File: src/rtl/l2_sched_pkg.sv
// Shared types and sizing for the L2 cache sequencing controller.
// L2 capacity and beat width are counted in 16-bit words.
package l2_sched_pkg;

  localparam int L2_WORDS          = 4096;
  localparam int L2_WORDS_PER_BEAT = 8;
  localparam int L2_SIZE_W         = 12;

  typedef enum logic [1:0] {
    IDLE  = 2'd0,
    CMD   = 2'd1,
    BURST = 2'd2
  } sched_state_e;

endpackage

File: src/rtl/l2_dirty_counter.sv
// Saturating count of dirty 16-bit words in L2: +1 per L1 write, -8 per
// writeback beat, clamped to 0..L2_WORDS-1.
module l2_dirty_counter
  import l2_sched_pkg::*;
(
  input  logic                 clk_166M66,
  input  logic                 mcu_sys_rst_n,
  input  logic                 inc,
  input  logic                 dec8,
  output logic [L2_SIZE_W-1:0] count
);

  typedef logic [L2_SIZE_W+1:0] wide_t;

  localparam wide_t BEAT_WORDS = wide_t'(L2_WORDS_PER_BEAT);
  localparam wide_t MAX_WORDS  = wide_t'(L2_WORDS - 1);

  wide_t                 up;
  logic [L2_SIZE_W-1:0] count_next;

  // Add first, then subtract, so a write and a beat together net to -7.
  always_comb begin
    up         = {2'b00, count} + {{(L2_SIZE_W + 1){1'b0}}, inc};
    count_next = count;
    if (dec8) begin
      if (up < BEAT_WORDS) count_next = '0;
      else                 count_next = up[L2_SIZE_W-1:0] - BEAT_WORDS[L2_SIZE_W-1:0];
    end else if (up > MAX_WORDS) begin
      count_next = '1;
    end else begin
      count_next = up[L2_SIZE_W-1:0];
    end
  end

  always_ff @(posedge clk_166M66 or negedge mcu_sys_rst_n) begin
    if (!mcu_sys_rst_n) count <= '0;
    else                count <= count_next;
  end

endmodule

File: src/rtl/l2_cache_sched.sv
// Sequencing controller for the dual-port L2: grants L1 beats each cycle and
// schedules DDR refill/writeback bursts from the unread and dirty levels.
module l2_cache_sched
  import l2_sched_pkg::*;
#(
  parameter int                   BURST_BEATS = 8,
  parameter logic [L2_SIZE_W-1:0] REFILL_LOW  = 12'd1024,
  parameter logic [L2_SIZE_W-1:0] WB_HIGH     = 12'd512
) (
  input  logic                 clk_166M66,
  input  logic                 mcu_sys_rst_n,
  input  logic [L2_SIZE_W-1:0] i_l2_unread_size,
  input  logic                 i_l1ddr_rw_confilicts,
  input  logic                 i_l1_req,
  input  logic                 i_l1_req_rw,
  output logic                 o_l1_operate_enable,
  output logic                 o_l1_rw,
  output logic                 o_ddr_cmd_valid,
  output logic                 o_ddr_cmd_rw,
  output logic [6:0]           o_ddr_cmd_len,
  input  logic                 i_ddr_cmd_ready,
  input  logic                 i_ddr_beat_valid,
  output logic                 o_ddr_operate_enable,
  output logic                 o_ddr_rw,
  output logic [L2_SIZE_W-1:0] o_dirty_words,
  output logic                 o_busy
);

  localparam int                   BURST_WORDS = BURST_BEATS * L2_WORDS_PER_BEAT;
  localparam logic [L2_SIZE_W-1:0] REFILL_MAX  = L2_SIZE_W'(L2_WORDS - 1 - BURST_WORDS);
  localparam logic [L2_SIZE_W-1:0] WB_MIN      = L2_SIZE_W'(BURST_WORDS);
  localparam logic [L2_SIZE_W-1:0] DIRTY_FULL  = L2_SIZE_W'(L2_WORDS - 1);
  localparam logic [6:0]           LEN         = 7'(BURST_BEATS);
  localparam logic [6:0]           LAST_BEAT   = 7'(BURST_BEATS - 1);

  // Command handshake (valid/ready): o_ddr_cmd_valid rises in CMD and holds
  // with rw/len unchanged until a cycle where i_ddr_cmd_ready is also high;
  // that cycle transfers the command. Beats then move on i_ddr_beat_valid.
  sched_state_e state, state_next;
  logic         ddr_rw_q, ddr_rw_next;
  logic [6:0]   beat_cnt, beat_cnt_next;
  logic         wb_due, refill_due, stall, grant;

  assign wb_due     = (o_dirty_words >= WB_HIGH) && (o_dirty_words >= WB_MIN);
  assign refill_due = (i_l2_unread_size < REFILL_LOW) && (i_l2_unread_size <= REFILL_MAX);

  always_ff @(posedge clk_166M66 or negedge mcu_sys_rst_n) begin
    if (!mcu_sys_rst_n) begin
      state    <= IDLE;
      ddr_rw_q <= 1'b0;
      beat_cnt <= '0;
    end else begin
      state    <= state_next;
      ddr_rw_q <= ddr_rw_next;
      beat_cnt <= beat_cnt_next;
    end
  end

  always_comb begin
    state_next    = state;
    ddr_rw_next   = ddr_rw_q;
    beat_cnt_next = beat_cnt;
    case (state)
      IDLE: begin
        // Writeback has priority: draining dirty data frees room for refills.
        if (wb_due) begin
          state_next  = CMD;
          ddr_rw_next = 1'b0;
        end else if (refill_due) begin
          state_next  = CMD;
          ddr_rw_next = 1'b1;
        end
      end
      CMD: begin
        if (i_ddr_cmd_ready) begin
          state_next    = BURST;
          beat_cnt_next = '0;
        end
      end
      BURST: begin
        if (i_ddr_beat_valid) begin
          beat_cnt_next = beat_cnt + 7'd1;
          if (beat_cnt == LAST_BEAT) state_next = IDLE;
        end
      end
      default: state_next = IDLE;
    endcase
  end

  // Reset gates the combinational strobes so nothing reaches the cache in reset.
  assign stall = ((state == BURST) && i_l1ddr_rw_confilicts)
              || (!i_l1_req_rw && (i_l2_unread_size == '0))
              || ( i_l1_req_rw && (o_dirty_words == DIRTY_FULL));
  assign grant = mcu_sys_rst_n && i_l1_req && !stall;

  assign o_l1_operate_enable  = grant;
  assign o_l1_rw              = grant && i_l1_req_rw;
  assign o_ddr_cmd_valid      = (state == CMD);
  assign o_ddr_cmd_rw         = ddr_rw_q;
  assign o_ddr_cmd_len        = mcu_sys_rst_n ? LEN : 7'd0;
  assign o_ddr_operate_enable = (state == BURST) && i_ddr_beat_valid;
  assign o_ddr_rw             = ddr_rw_q;
  assign o_busy               = (state != IDLE);

  l2_dirty_counter u_dirty (
    .clk_166M66    (clk_166M66),
    .mcu_sys_rst_n (mcu_sys_rst_n),
    .inc           (grant && i_l1_req_rw),
    .dec8          (o_ddr_operate_enable && !ddr_rw_q),
    .count         (o_dirty_words)
  );

endmodule

File: config.mk
export PLATFORM = sky130hd
export DESIGN_NAME = l2_cache_sched
export DESIGN_NICKNAME = d
export VERILOG_FILES = /design/src/rtl/l2_sched_pkg.sv /design/src/rtl/l2_dirty_counter.sv /design/src/rtl/l2_cache_sched.sv
export SDC_FILE = /design/constraint.sdc
export NUM_CORES = 1
export LEC_CHECK = 0
export CAP_MARGIN = 20
export CORE_MARGIN = 10
export CORE_UTILIZATION = 45
export DETAILED_ROUTE_END_ITERATION = 12
export PLACE_DENSITY = 0.76
export SLEW_MARGIN = 20
export SYNTH_ARGS = -nofsm -noshare
export SYNTH_HDL_FRONTEND = slang
export SYNTH_SLANG_ARGS = --single-unit
File: constraint.sdc
create_clock -name clk_166M66 -period 4 [get_ports clk_166M66]
set_input_delay 0.4 -clock clk_166M66 [delete_from_list [all_inputs] [get_ports clk_166M66]]
set_output_delay 0.4 -clock clk_166M66 [all_outputs]
set_load 0.05 [all_outputs]
# ---- Word level (Yosys, flattened, before mapping)
# Cells that the tools add are included.
dict set report totals {
  inputBits 19
  ff_bits 22
  wordCells 59
  output_inout_bits 26
}
dict set report op_classes {
  eq_ne 8
  addsub 3
  magnitude_cmp 6
  mux 15
  n_reduce_logical 23
}
# cell count
set ops {}
lappend ops {{$mux 12} 3}
lappend ops {{$gt 14x12->1 const B} 1}
lappend ops {{$lt 14x4->1 const B} 1}
lappend ops {{$mux 7} 2}
lappend ops {{$pmux 7 s2} 1}
lappend ops {{$add 12x1->13} 1}
lappend ops {{$eq 12x12->1 const B} 1}
lappend ops {{$ge 12x10->1 const B} 1}
lappend ops {{$ge 12x7->1 const B} 1}
lappend ops {{$le 12x12->1 const B} 1}
lappend ops {{$logic_not 12->1} 1}
lappend ops {{$lt 12x11->1 const B} 1}
lappend ops {{$sub 12x4->12 const B} 1}
lappend ops {{$logic_and 1x1->1} 10}
lappend ops {{$mux 2} 5}
lappend ops {{$add 7x1->7 const B} 1}
lappend ops {{$eq 7x3->1 const B} 1}
lappend ops {{$pmux 2 s3} 1}
lappend ops {{$reduce_bool 2->1} 3}
lappend ops {{$mux 4} 1}
lappend ops {{$ne 2x2->1 const B} 2}
lappend ops {{$reduce_and 4->1} 1}
lappend ops {{$logic_not 1->1} 3}
lappend ops {{$ne 3x3->1 const B} 1}
lappend ops {{8 further kinds} 10}

# ---- Depth between registers and ports, before layout
# Gate-level depths: netlist of run 1.
dict set report logic_depth {
  ltp_word 11
  depth_mapped 16
  ltp_nobuf 16
}

# ---- Modules after synthesis
# Synthesis of run 1 repeated with hierarchy kept, for this count alone.
dict set report unflattened {
  hier_cells 218
  hier_area_um2 1970.6
}
# module seq_area_each_um2 cells_per_inst area_each_um2 instances
set modules_own_cells {}
lappend modules_own_cells {l2_dirty_counter 300.3 139 1248.7 1}
lappend modules_own_cells {l2_cache_sched 250.2 79 721.9 1}

# ---- Worst setup path before layout of run 1
# No wires, ideal clock.
dict set report synth_timing {
  path_kind {register to register}
  startpoint {register u_dirty.count[7]}
  endpoint {register u_dirty.count[11]}
  n_path_buf 1
  setup_time_ns 0.145
  arrival_time_ns 4.646
  synth_period_minus_slack_ns 4.791
  path_stages_with_launch 17
  slack_ns -0.791
  required_ns 3.855
  path_cell_list {dfrtp_1 > clkbuf_1 > nand3_1 > nor2_1 > a31oi_1 > and2_1 > ha_1 > ha_1 > nand3_1 > xor2_1 > ha_1 > nand3_1 > nor4_1 > a311oi_2 > or3b_1 > xnor2_1 > a21oi_1}
}
dict set report synth_between {
  elab_chain_cells 10
  word_cells_on_any_way 13
  classes_between {add/sub: 2; order compare: 2; eq/ne: 1; mux: 3; reduce/logical: 5}
}
# element line
set synth_lines {}
lappend synth_lines {{start: declaration} l2_dirty_counter.sv:10} ;# output logic [L2_SIZE_W-1:0] count
lappend synth_lines {{start signal: assignment} l2_dirty_counter.sv:37} ;# else count <= count_next;
lappend synth_lines {{$eq 12x12->1 (*)} l2_cache_sched.sv:93} ;# || ( i_l1_req_rw && (o_dirty_words == DIRTY_FULL));
lappend synth_lines {{$logic_and 1x1->1 (*)} l2_cache_sched.sv:93}
lappend synth_lines {{$logic_or 1x1->1 (*)} l2_cache_sched.sv:93}
lappend synth_lines {{$logic_not 1->1 (*)} l2_cache_sched.sv:94} ;# assign grant = mcu_sys_rst_n && i_l1_req && !stall;
lappend synth_lines {{$logic_and 1x1->1 (*)} l2_cache_sched.sv:94}
lappend synth_lines {{net o_l1_operate_enable} l2_cache_sched.sv:16} ;# output logic o_l1_operate_enable,
lappend synth_lines {{$logic_and 1x1->1 (*)} n/a}
lappend synth_lines {{net o_l1_rw} l2_cache_sched.sv:17} ;# output logic o_l1_rw,
lappend synth_lines {{$add 12x1->13 (*)} l2_dirty_counter.sv:23} ;# up = {2'b00, count} + {{(L2_SIZE_W + 1){1'b0}}, inc};
lappend synth_lines {{$sub 12x4->12 (tied with other cells)} l2_dirty_counter.sv:27} ;# else count_next = up[L2_SIZE_W-1:0] - BEAT_WORDS[L2_SIZE_W-1:0];
lappend synth_lines {{$mux 12, on equally long branches} {l2_dirty_counter.sv:26, l2_dirty_counter.sv:28}}
lappend synth_lines {{$mux 12 (*)} l2_dirty_counter.sv:25} ;# if (dec8) begin
lappend synth_lines {{net u_dirty.count_next[11]} l2_dirty_counter.sv:19} ;# logic [L2_SIZE_W-1:0] count_next;
# The timed path passes the listed nets; every way through them passes the cells marked *.
# A chain may end at the register's enable or synchronous reset.

# ---- Worst setup path in the final report of run 1
dict set report layout_timing {
  startpoint {input i_l1_req_rw}
  endpoint {register u_dirty.count[11]}
}
dict set report layout_between {
  elab_chain_cells 11
  word_cells_on_any_way 15
  classes_between {add/sub: 2; order compare: 2; mux: 3; reduce/logical: 8}
}
# element line
set layout_lines {}
lappend layout_lines {{start: declaration} l2_cache_sched.sv:15} ;# input logic i_l1_req_rw,
lappend layout_lines {{$logic_not 1->1} l2_cache_sched.sv:92} ;# || (!i_l1_req_rw && (i_l2_unread_size == '0))
lappend layout_lines {{$logic_and 1x1->1} l2_cache_sched.sv:92}
lappend layout_lines {{$logic_or 1x1->1} l2_cache_sched.sv:92}
lappend layout_lines {{$logic_or 1x1->1} l2_cache_sched.sv:93}
lappend layout_lines {{$logic_not 1->1} l2_cache_sched.sv:94}
lappend layout_lines {{$logic_and 1x1->1} l2_cache_sched.sv:94}
lappend layout_lines {{$logic_and 1x1->1 (*)} l2_cache_sched.sv:108} ;# .inc (grant && i_l1_req_rw),
lappend layout_lines {{$add 12x1->13 (*)} l2_dirty_counter.sv:23}
lappend layout_lines {{$sub 12x4->12 (tied with other cells)} l2_dirty_counter.sv:27}
lappend layout_lines {{$mux 12, on equally long branches} {l2_dirty_counter.sv:26, l2_dirty_counter.sv:28}}
lappend layout_lines {{$mux 12 (*)} l2_dirty_counter.sv:25}
lappend layout_lines {{net u_dirty.count_next[11]} l2_dirty_counter.sv:19}
# Marked as above.

==> run_results.csv, run 1 <==
group,metric,value,unit
drt,dr.first_iter.drc_count,112,
logic_synthesis,yosys_warnings,0,
sta,grt_setup_unrepaired,"false",
cells_and_area,synthToLayoutAreaGrowth,30.0,%
die,core,3390,um^2
die,die_area,6380,um^2
die,die_w,79.9,um
setup_path,crit_slowest_cell,"clkdlybuf4s50_1",
logic_synthesis,synth.yosys.seq_area_share,34.1,%
die,rows,21,
global_route,track_usage,13.8,%
logic_synthesis,synth_top_area_cell,"dfrtp_1",
logic_synthesis,synth-edff-count,0,
sta,fin_setup_tns,0,ps
setup_path,path_buf_inv,1,
setup_path,critPathRequiredTime,4240,ps
setup_path,endpoint_kind,"register",
sta,finalHoldViolCount,0,
logic_synthesis,ys_types,47,
clock_tree,clk_latency,330,ps
flow_run,max_cap_viol_count,0,
drt,wire_per_inst,15.9,um
global_route,grt_pass1_vias,1486,
clock_tree,numCtsBuffers,3,
die,start_util,47.6,%
drt,drc_errors,0,
logic_synthesis,synth_area,1610,um^2
clock_tree,h-tree-depth,1,
global_route,grt_pass1_wl,7.18,mm
setup_path,critical-path-top-delay-family,"simple AND/OR/NAND/NOR gates",
die,ios,45,
sta,relSlewSlack,57.3,%
cells_and_area,diodes,0,
setup_path,slowest_delay,440,ps
place,numPortBuffers,38,
drt,vias_per_cell,5.55,
global_route,antenna_found_initial,0,
cells_and_area,mostFrequentLayoutCells,"clkdlybuf4s50_1, nor2_1, dfrtp_1, nand3_1, nand2_1",
drt,routed_wl,4.26,mm
sta,setup_viol,0,
logic_synthesis,syn_inst,183,
logic_synthesis,synth_top_area_share,34.1,%
power,ir_worst_vdd,0.000338,V
sta,tightest_slew,637,ps
drt,routed-via-count,1483,
worst_hold_path,hold_path_class,"in2async",
sta,slew_violations,0,
setup_path,cp_common_cell,"ha_1",
logic_synthesis,synthTopCellsByArea,"dfrtp_1, xor2_1, nor2_1",
clock_tree,postCtsSetupRepairBufs,0,
cells_and_area,final_common_cell,"clkdlybuf4s50_1",
logic_synthesis,ys_ff_latch,22,
setup_path,start_kind,"primary input",
logic_synthesis,synthArstFlopShare,100,%
power,p_per_area,697,nW/um^2
sta,holdWs,457,ps
sta,finalCriticalPeriod,3570,ps
die,fp.dieH,79.9,um
logic_synthesis,ys.flop_type,"dfrtp_1",
clock_tree,cts_root_buffer,"clkbuf_4",
setup_path,path_cells,"clkdlybuf4s50_1 -> nor4_1 -> nand4_1 -> nand4_1 -> a31oi_4 -> and2_4 -> ha_1 -> ha_1 -> nand3_1 -> xor2_1 -> ha_1 -> nand3_1 -> nor4_1 -> a311oi_2 -> or3b_1 -> xnor2_1 -> a21oi_1",
global_route,grt_max_degree,24,
global_route,overflow,0,
place,dp_hpwl,3.35,mm
clock_tree,ctsHoldBuffers,0,
clock_tree,cts_resized,0,
setup_path,worst-setup-path-type,"in2reg",
sta,fin_skew,17.0,ps
cells_and_area,drive_gt1_share,12.7,%
sta,fin_crit_sh,89.2,%
drt,ant_nets,0,
sta,clock.fmax,0.280,GHz
clock_tree,cts_tree,"built",
clock_tree,cts.sinks,22,
power,p_leak,0.869,nW
setup_path,crit_fanout,5,
drt,drt_first_pass_iters,4,
clock_tree,clockBufferDepth,2,
setup_path,worstPathArrival,3800,ps
place,gp_congestion,0.937,
status,status,"complete, no violations",
clock_tree,cts.clk_slew.worst_paths,150,ps
cells_and_area,final_nets,245,
logic_synthesis,syn_avg_cell_area,8.82,um^2
-- cells in the mapped netlist, types with 2 or more instances --
| master | n |
|---|---|
| nor3_1 | 4 |
| a211oi_1 | 5 |
| nor2b_1 | 5 |
| xnor2_1 | 7 |
| nand3b_1 | 2 |
| nand3_1 | 14 |
| o21ai_0 | 4 |
| and2_1 | 3 |
| ha_1 | 4 |
| or3_4 | 2 |
| buf_4 | 8 |
| a21oi_1 | 4 |
| mux2i_1 | 4 |
| or3_1 | 4 |
| nand2b_1 | 2 |
| inv_1 | 2 |
| a31oi_1 | 2 |
| xor2_1 | 10 |
| o211a_1 | 2 |
| dfrtp_1 | 22 |
| nor2_1 | 22 |
| nand4_1 | 5 |
| nor4_1 | 4 |
| nor3_2 | 2 |
| nand2_1 | 13 |
| clkbuf_1 | 5 |
| a21o_1 | 2 |
-- routing by layer --
metal,part of all wire [%],GRT usage (%)
met5,0,0
met4,0.75,3.52
met3,8.1,3.72
met2,54,25.0
met1,37,15.5
-- cell type report --
class | instances | area, um^2
fillers | 297 | 1290
multi-input cells | 149 | 997
flip-flops and latches | 22 | 558
repair buffers | 44 | 425
well taps | 46 | 57.6
clock inverters | 1 | 30.0
clock buffers | 3 | 22.5
inverters | 2 | 7.51
-- report_power, final --
part | switching, W | leakage, nW | internal (W)
Combinational | 0.000538 | 0.576 | 0.000320
Sequential | 0.000122 | 0.265 | 0.000304
Clock | 0.0000778 | 0.0279 | 0.000101
-- stage by stage --
step	utilization (%)	area (um^2)	power (W)	instances	worst slack, ps
5_1_grt	61.9	2100	0.00156	267	178
3_3_place_gp	60.4	2050	0.00128	263	253
3_5_place_dp	60.4	2050	0.00129	263	76.9
2_1_floorplan	-	1660	0.00103	188	61.6
4_1_cts	61.9	2100	0.00147	267	427
6_report	61.9	2100	0.00146	267	434
-- cells by family (layout without fill, tap and decap cells) --
logic type      after synthesis  after routing  share of synthesized area [%]
simple gates                 90             90                           30.7
flops                        22             22                           34.1
mux                           6              6                           4.11
buf+inv                      17             50                           6.36
xor+xnor                     17             17                           9.22
other cells                   1              6                          0.232
fa+ha+maj                     4              4                           3.10
compound gates               26             26                           12.2
-- flip-flops by register name, summed over array words and instances (netlist names) --
register,flops
u_dirty.count,12
state,2
beat_cnt,7
o_ddr_cmd_rw,1
-- path summary, 6_finish.rpt --
| kind | slack [ps] | cells past startpoint | endpoint | from |
|---|---|---|---|---|
| worst min register to register | 500 | 1 | state[0] | state[1] |
| max in group asynchronous | 3270 | 2 | u_dirty.count[8] | mcu_sys_rst_n |
| worst min-delay path | 460 | 2 | u_dirty.count[1] | mcu_sys_rst_n |
| min in group clk_166M66 | 500 | 1 | state[0] | state[1] |
| worst max-delay path | 430 | 17 | u_dirty.count[11] | i_l1_req_rw |
| worst max register to register | 480 | 15 | u_dirty.count[11] | u_dirty.count[3] |
No activity file was read; power rests on OpenSTA's default activity.
==> run 2: changes to the inputs <==
--- a/config.mk
+++ b/config.mk
@@ -8,6 +8,7 @@
 export CAP_MARGIN = 20
 export CORE_MARGIN = 10
 export CORE_UTILIZATION = 45
+export CTS_CLUSTER_DIAMETER = 100
 export DETAILED_ROUTE_END_ITERATION = 12
 export PLACE_DENSITY = 0.76
 export SLEW_MARGIN = 20
==> results of run 2 <==
Same layout as run 1: the final DEF is identical, and so are final timing and power.
